File: src/rtl/vram_port_arbiter.sv
// Shares one 8-bit VRAM port between a CPU request/ack bus (priority) and a region fill engine.
// Define VRAM_ARB_ATTR_FILL_EN for 16-bit char+attribute fills (even addr = low byte, odd = high byte).
module vram_port_arbiter #(
    parameter int AW = 15,
    parameter int DW = 8,
`ifdef VRAM_ARB_ATTR_FILL_EN
    localparam int LANES = 2
`else
    localparam int LANES = 1
`endif
) (
    input  logic                  clk,
    input  logic                  reset,
    input  logic                  cpu_req,
    input  logic                  cpu_we,
    input  logic [AW-1:0]         cpu_addr,
    input  logic [DW-1:0]         cpu_din,
    output logic                  cpu_ack,
    output logic [DW-1:0]         cpu_dout,
    input  logic                  fill_start,
    input  logic [AW-1:0]         fill_base,
    input  logic [AW-1:0]         fill_len,
    input  logic [LANES*DW-1:0]   fill_data,
    output logic                  fill_busy,
    output logic                  fill_done,
    output logic                  mem_en,
    output logic                  mem_we,
    output logic [AW-1:0]         mem_addr,
    output logic [DW-1:0]         mem_din,
    input  logic [DW-1:0]         mem_dout
);

    typedef enum logic [1:0] {
        ST_IDLE = 2'd0,
        ST_RD1  = 2'd1,
        ST_ACK  = 2'd2
    } cpu_state_t;

    cpu_state_t            state_reg, state_next;
    logic [DW-1:0]         cpu_dout_reg;
    logic                  cpu_issue;
    logic                  rd_capture;

    logic                  busy_reg, busy_next;
    logic                  done_reg, done_next;
    logic [AW-1:0]         ptr_reg, ptr_next;
    logic [AW-1:0]         rem_reg, rem_next;
    logic [LANES*DW-1:0]   data_reg, data_next;
    logic                  fill_write;
    logic [DW-1:0]         fill_byte;

    // CPU FSM: state register
    always_ff @(posedge clk or posedge reset) begin
        if (reset) begin
            state_reg <= ST_IDLE;
        end else begin
            state_reg <= state_next;
        end
    end

    // CPU FSM: next state (cpu_req is only looked at in IDLE)
    always_comb begin
        state_next = state_reg;
        case (state_reg)
            ST_IDLE: begin
                if (cpu_req) begin
                    state_next = cpu_we ? ST_ACK : ST_RD1;
                end
            end
            ST_RD1:  state_next = ST_ACK;
            ST_ACK:  state_next = ST_IDLE;
            default: state_next = ST_IDLE;
        endcase
    end

    // CPU FSM: outputs; gating with reset keeps the port quiet while reset is held
    always_comb begin
        cpu_issue  = (state_reg == ST_IDLE) && cpu_req && !reset;
        rd_capture = (state_reg == ST_RD1);
        cpu_ack    = (state_reg == ST_ACK);
    end

    always_ff @(posedge clk or posedge reset) begin
        if (reset) begin
            cpu_dout_reg <= '0;
        end else if (rd_capture) begin
            cpu_dout_reg <= mem_dout;
        end
    end

    assign cpu_dout = cpu_dout_reg;

    // The fill engine gets every slot the CPU leaves unused, including RD1 and ACK.
    assign fill_write = busy_reg && !cpu_issue;

`ifdef VRAM_ARB_ATTR_FILL_EN
    assign fill_byte = ptr_reg[0] ? data_reg[2*DW-1:DW] : data_reg[DW-1:0];
`else
    assign fill_byte = data_reg;
`endif

    always_comb begin
        busy_next = busy_reg;
        ptr_next  = ptr_reg;
        rem_next  = rem_reg;
        data_next = data_reg;
        done_next = 1'b0;
        if (!busy_reg) begin
            if (fill_start) begin
                ptr_next  = fill_base;
                rem_next  = fill_len;
                data_next = fill_data;
                busy_next = (fill_len != '0);
                done_next = (fill_len == '0);
            end
        end else if (fill_write) begin
            ptr_next = ptr_reg + AW'(1);
            rem_next = rem_reg - AW'(1);
            if (rem_reg == AW'(1)) begin
                busy_next = 1'b0;
                done_next = 1'b1;
            end
        end
    end

    always_ff @(posedge clk or posedge reset) begin
        if (reset) begin
            busy_reg <= 1'b0;
            done_reg <= 1'b0;
            ptr_reg  <= '0;
            rem_reg  <= '0;
            data_reg <= '0;
        end else begin
            busy_reg <= busy_next;
            done_reg <= done_next;
            ptr_reg  <= ptr_next;
            rem_reg  <= rem_next;
            data_reg <= data_next;
        end
    end

    assign fill_busy = busy_reg;
    assign fill_done = done_reg;

    // Port mux: CPU issue wins; idle cycles drive zeros on every port signal
    always_comb begin
        mem_en   = cpu_issue || fill_write;
        mem_we   = 1'b0;
        mem_addr = '0;
        mem_din  = '0;
        if (cpu_issue) begin
            mem_we   = cpu_we;
            mem_addr = cpu_addr;
            mem_din  = cpu_we ? cpu_din : '0;
        end else if (fill_write) begin
            mem_we   = 1'b1;
            mem_addr = ptr_reg;
            mem_din  = fill_byte;
        end
    end

endmodule
File: config.mk
export PLATFORM = sky130hd
export DESIGN_NAME = vram_port_arbiter
export DESIGN_NICKNAME = d
export VERILOG_FILES = /design/src/rtl/vram_port_arbiter.sv
export SDC_FILE = /design/constraint.sdc
export NUM_CORES = 1
export LEC_CHECK = 0
export BUFFER_PORTS_ARGS = -buffer_cell sky130_fd_sc_hd__buf_2
export CORE_ASPECT_RATIO = 0.6
export CORE_MARGIN = 8
export CORE_UTILIZATION = 48
export CTS_CLUSTER_SIZE = 25
export DETAILED_ROUTE_END_ITERATION = 16
export PLACE_DENSITY = 0.74
export REMOVE_ABC_BUFFERS = 1
export SLEW_MARGIN = 25
export SYNTH_ARGS = -nofsm -noshare
export SYNTH_HDL_FRONTEND = slang
export SYNTH_SLANG_ARGS = --single-unit
File: constraint.sdc
create_clock -name clk -period 2.35 [get_ports clk]
set_input_delay 0.3525 -clock clk [delete_from_list [all_inputs] [get_ports clk]]
set_output_delay 0.3525 -clock clk [all_outputs]
set_load 0.02 [all_outputs]
==> summary.md <==
| Metric | Value |
|---|---|
| Worst r2r src | `rem_reg[9]$_DFFE_PP0P_` |
| Max FO, Critical Path | `6` |
| Cell Area, Synth | `3150 um^2` |
| Clock sinks | `50` |
| Maxcap violations | `0` |
| Max H-tree Level | `2` |
| FP Rows | `23` |
| Kind of critical path | `register to register` |
| Post-synthesis cell type count | `48` |
| Period minus WS final | `2.23 ns` |
| Async S/R FF share, synth | `1.00` |
| First-pass GRT wire length | `14900 um` |
| DR DRC count | `0` |
| Share of layout cells above drive strength 1 | `0.309` |
| Post-route ant nets | `0` |
| Sw frac | `0.436` |
| Most area-hungry cell type in the Yosys netlist | `dfrtp_1` |
| Status | `finished clean` |
| Total number of vias | `3236` |
| Clk pwr share | `0.138` |
| DRT Pass-1 Iters | `5` |
| DRT iter0 DRCs | `208` |
| Worst hold path type | `input port to async pin` |
| Comb power frac | `0.430` |
| Yosys warns | `0` |
| P_leak | `1.85 nW` |
| Vias in the first global route | `3052` |
| CTS tree | `yes` |
| Cells after synthesis | `390` |
| Largest cells by area after synthesis | `dfrtp_1 40%, nand2_1 9.6%, nand3_1 7.0%` |
| Final core occ | `0.602` |
| Number of synthesized flops with an enable pin | `0` |
| Tightest Pin Transition | `0.678 ns` |
| Sw power | `0.00160 W` |
| Sequential power share | `0.433` |
| Setup-failing EPs final | `0` |
| Setup crit end kind | `register` |
| WL/cell | `16.1 um` |
| Starting Density | `0.485` |
| Area of the core | `6500 um^2` |
| Port bufs | `109` |
| Non-Filler Instances | `576` |
| Post-synth top area share | `0.397` |
| Commonest non-fill, non-tap cell in the layout | `buf_2` |
| Gpl congestion | `0.871` |
| Die area | `9500 um^2` |
| Chip width | `121 um` |
| Worst-Skew Late Latency | `0.30 ns` |
| Die H | `78.8 um` |
| # diodes | `0` |
| Met1 usage | `0.264` |
| Global route overflow | `0` |
| R2r setup slk | `0.12 ns` |
| Clock transition at path regs | `0.10 ns` |
| Final period utilization | `0.950` |
| IO Count | `110` |
| FMAX | `448 MHz` |
| Power per cell area | `938 nW/um^2` |
| Max transition margin | `0.548` |
| Post-synth top flop | `dfrtp_1` |
| Clk_skew | `0.00781 ns` |
| RSZ-0062 raised after global routing | `false` |
| Layout Nets | `565` |
| Power Internal | `0.00207 W` |
| Post-synthesis sequential area ratio | `0.397` |
| Synthesized flop and latch total | `50` |
| Cells after DPL | `567` |
| Max-slew violation count | `0` |
| CTS Hold Bufs | `0` |
| Most Crowded Layer GR | `met2` |
| Critical path data required time | `2.55 ns` |
| Root buf cell | `clkbuf_8` |
| Layout area overhead | `24.2%` |
| RR Endpoint | `fill_busy$_DFF_PP0_` |
| Clk buf depth | `2` |
| Cts bufs inserted | `5` |
| Largest net degree at the start of global routing | `48` |
| Critical Path Source Type | `register` |
| VDD IR max | `0.000553 V` |
| Avg Cell Area, Syn | `8.08 um^2` |
| Gr usage total | `0.189` |
| Drt total wl | `9280 um` |
| Met3 Track Usage GR | `0.0602` |
| Via/cell ratio | `5.62` |
| Critical Path AT | `2.43 ns` |
| Most frequent cells in the layout | `109 x buf_2, 81 x nand2_1, 48 x dfrtp_1` |
| Initial antenna violation count | `0` |
| Worst Reg2Reg Path Length in Cells | `4` |
| Dpl hpwl | `6990 um` |
| Final hold violation count | `0` |
| GR Util met2 | `0.281` |
## how the worst max path moves through the flow
stage                                   endpoint                      from  slack, ns
after global routing         fill_busy$_DFF_PP0_    rem_reg[9]$_DFFE_PP0P_       0.06
after CTS                             mem_din[1]  state_reg[1]$_DFFE_PP0P_       0.03
final                        fill_busy$_DFF_PP0_    rem_reg[9]$_DFFE_PP0P_       0.12
after global placement       fill_busy$_DFF_PP0_    rem_reg[9]$_DFFE_PP0P_       0.22
after floorplan           ptr_reg[2]$_DFFE_PP0P_  state_reg[0]$_DFFE_PP0P_      -2.48
after detailed placement     fill_busy$_DFF_PP0_    rem_reg[9]$_DFFE_PP0P_       0.15
## metrics by stage
| step | hold WS [ns] | TNS, ns | area, um^2 | power [W] | setup slack [ns] |
|---|---|---|---|---|---|
| final | 0.158 | 0 | 3920 | 0.00367 | 0.118 |
| after global routing | 0.190 | 0 | 3920 | 0.00397 | 0.0601 |
| after floorplan | 0.424 | -94.98 | 3000 | 0.00258 | -2.48 |
| after global placement | 0.462 | 0 | 3790 | 0.00310 | 0.220 |
| after detailed placement | 0.468 | 0 | 3790 | 0.00316 | 0.152 |
| after CTS | 0.156 | 0 | 3890 | 0.00367 | 0.0319 |
## synth_stat cells, drive strengths merged (4+ instances only)
library cell  instances
a21oi                33
xor2                  5
a211oi                9
o21ai                14
nor2                 11
nand4                 8
inv                   6
nor2b                10
nor4                  8
or4                   7
or3                   8
dfrtp                50
nand2                81
mux2                  8
clkbuf               26
nor4b                 4
nand3                44
o32ai                 5
nand2b                4
buf                   7
## layer usage
metal | vias to the layer above | share of wire
li1 | 1606 | -
met1 | 1474 | 0.48
met2 | 151 | 0.42
met3 | 5 | 0.10
met4 | 0 | 0.0033
met5 | - | 0
## critical path, stage by stage (launching register included)
cell and delay [ns]:
dfrtp_1 0.44, or4_4 0.58, or3_1 0.36, or4_4 0.50
a22o_1 0.24
## layout make-up
cell class / instances / area, um^2
clock buffers: 6 / 72.6
clock inverters: 2 / 15.0
fillers: 584 / 2590
inverters: 6 / 22.5
multi-input cells: 301 / 1750
flip-flops and latches: 50 / 1250
well taps: 87 / 109
repair buffers: 124 / 699
## cell families after synthesis
family          Yosys count  share of synthesized area
compound gates           80                      0.158
flops                    50                      0.397
simple gates            200                      0.320
mux                      11                     0.0381
fa+ha+maj                 3                     0.0119
xor+xnor                  7                     0.0194
buf+inv                  39                     0.0556
## power groups by stage
| stage | Clock [W] | Combinational [W] | Sequential [W] |
|---|---|---|---|
| after floorplan | 0 | 0.00103 | 0.00155 |
| after global placement | 0 | 0.00153 | 0.00156 |
| after detailed placement | 0 | 0.00157 | 0.00159 |
| after CTS | 0.000517 | 0.00158 | 0.00157 |
| after global routing | 0.000556 | 0.00177 | 0.00164 |
| final | 0.000505 | 0.00158 | 0.00159 |
## timing repair
action / 4_1_cts / 5_1_grt
resized for setup: 1 / 6
setup buffers: 1 / 0
endpoints found under the hold margin: 0 / 0
endpoints found under the setup margin: 21 / 23
(Power assumes the default switching activity.)
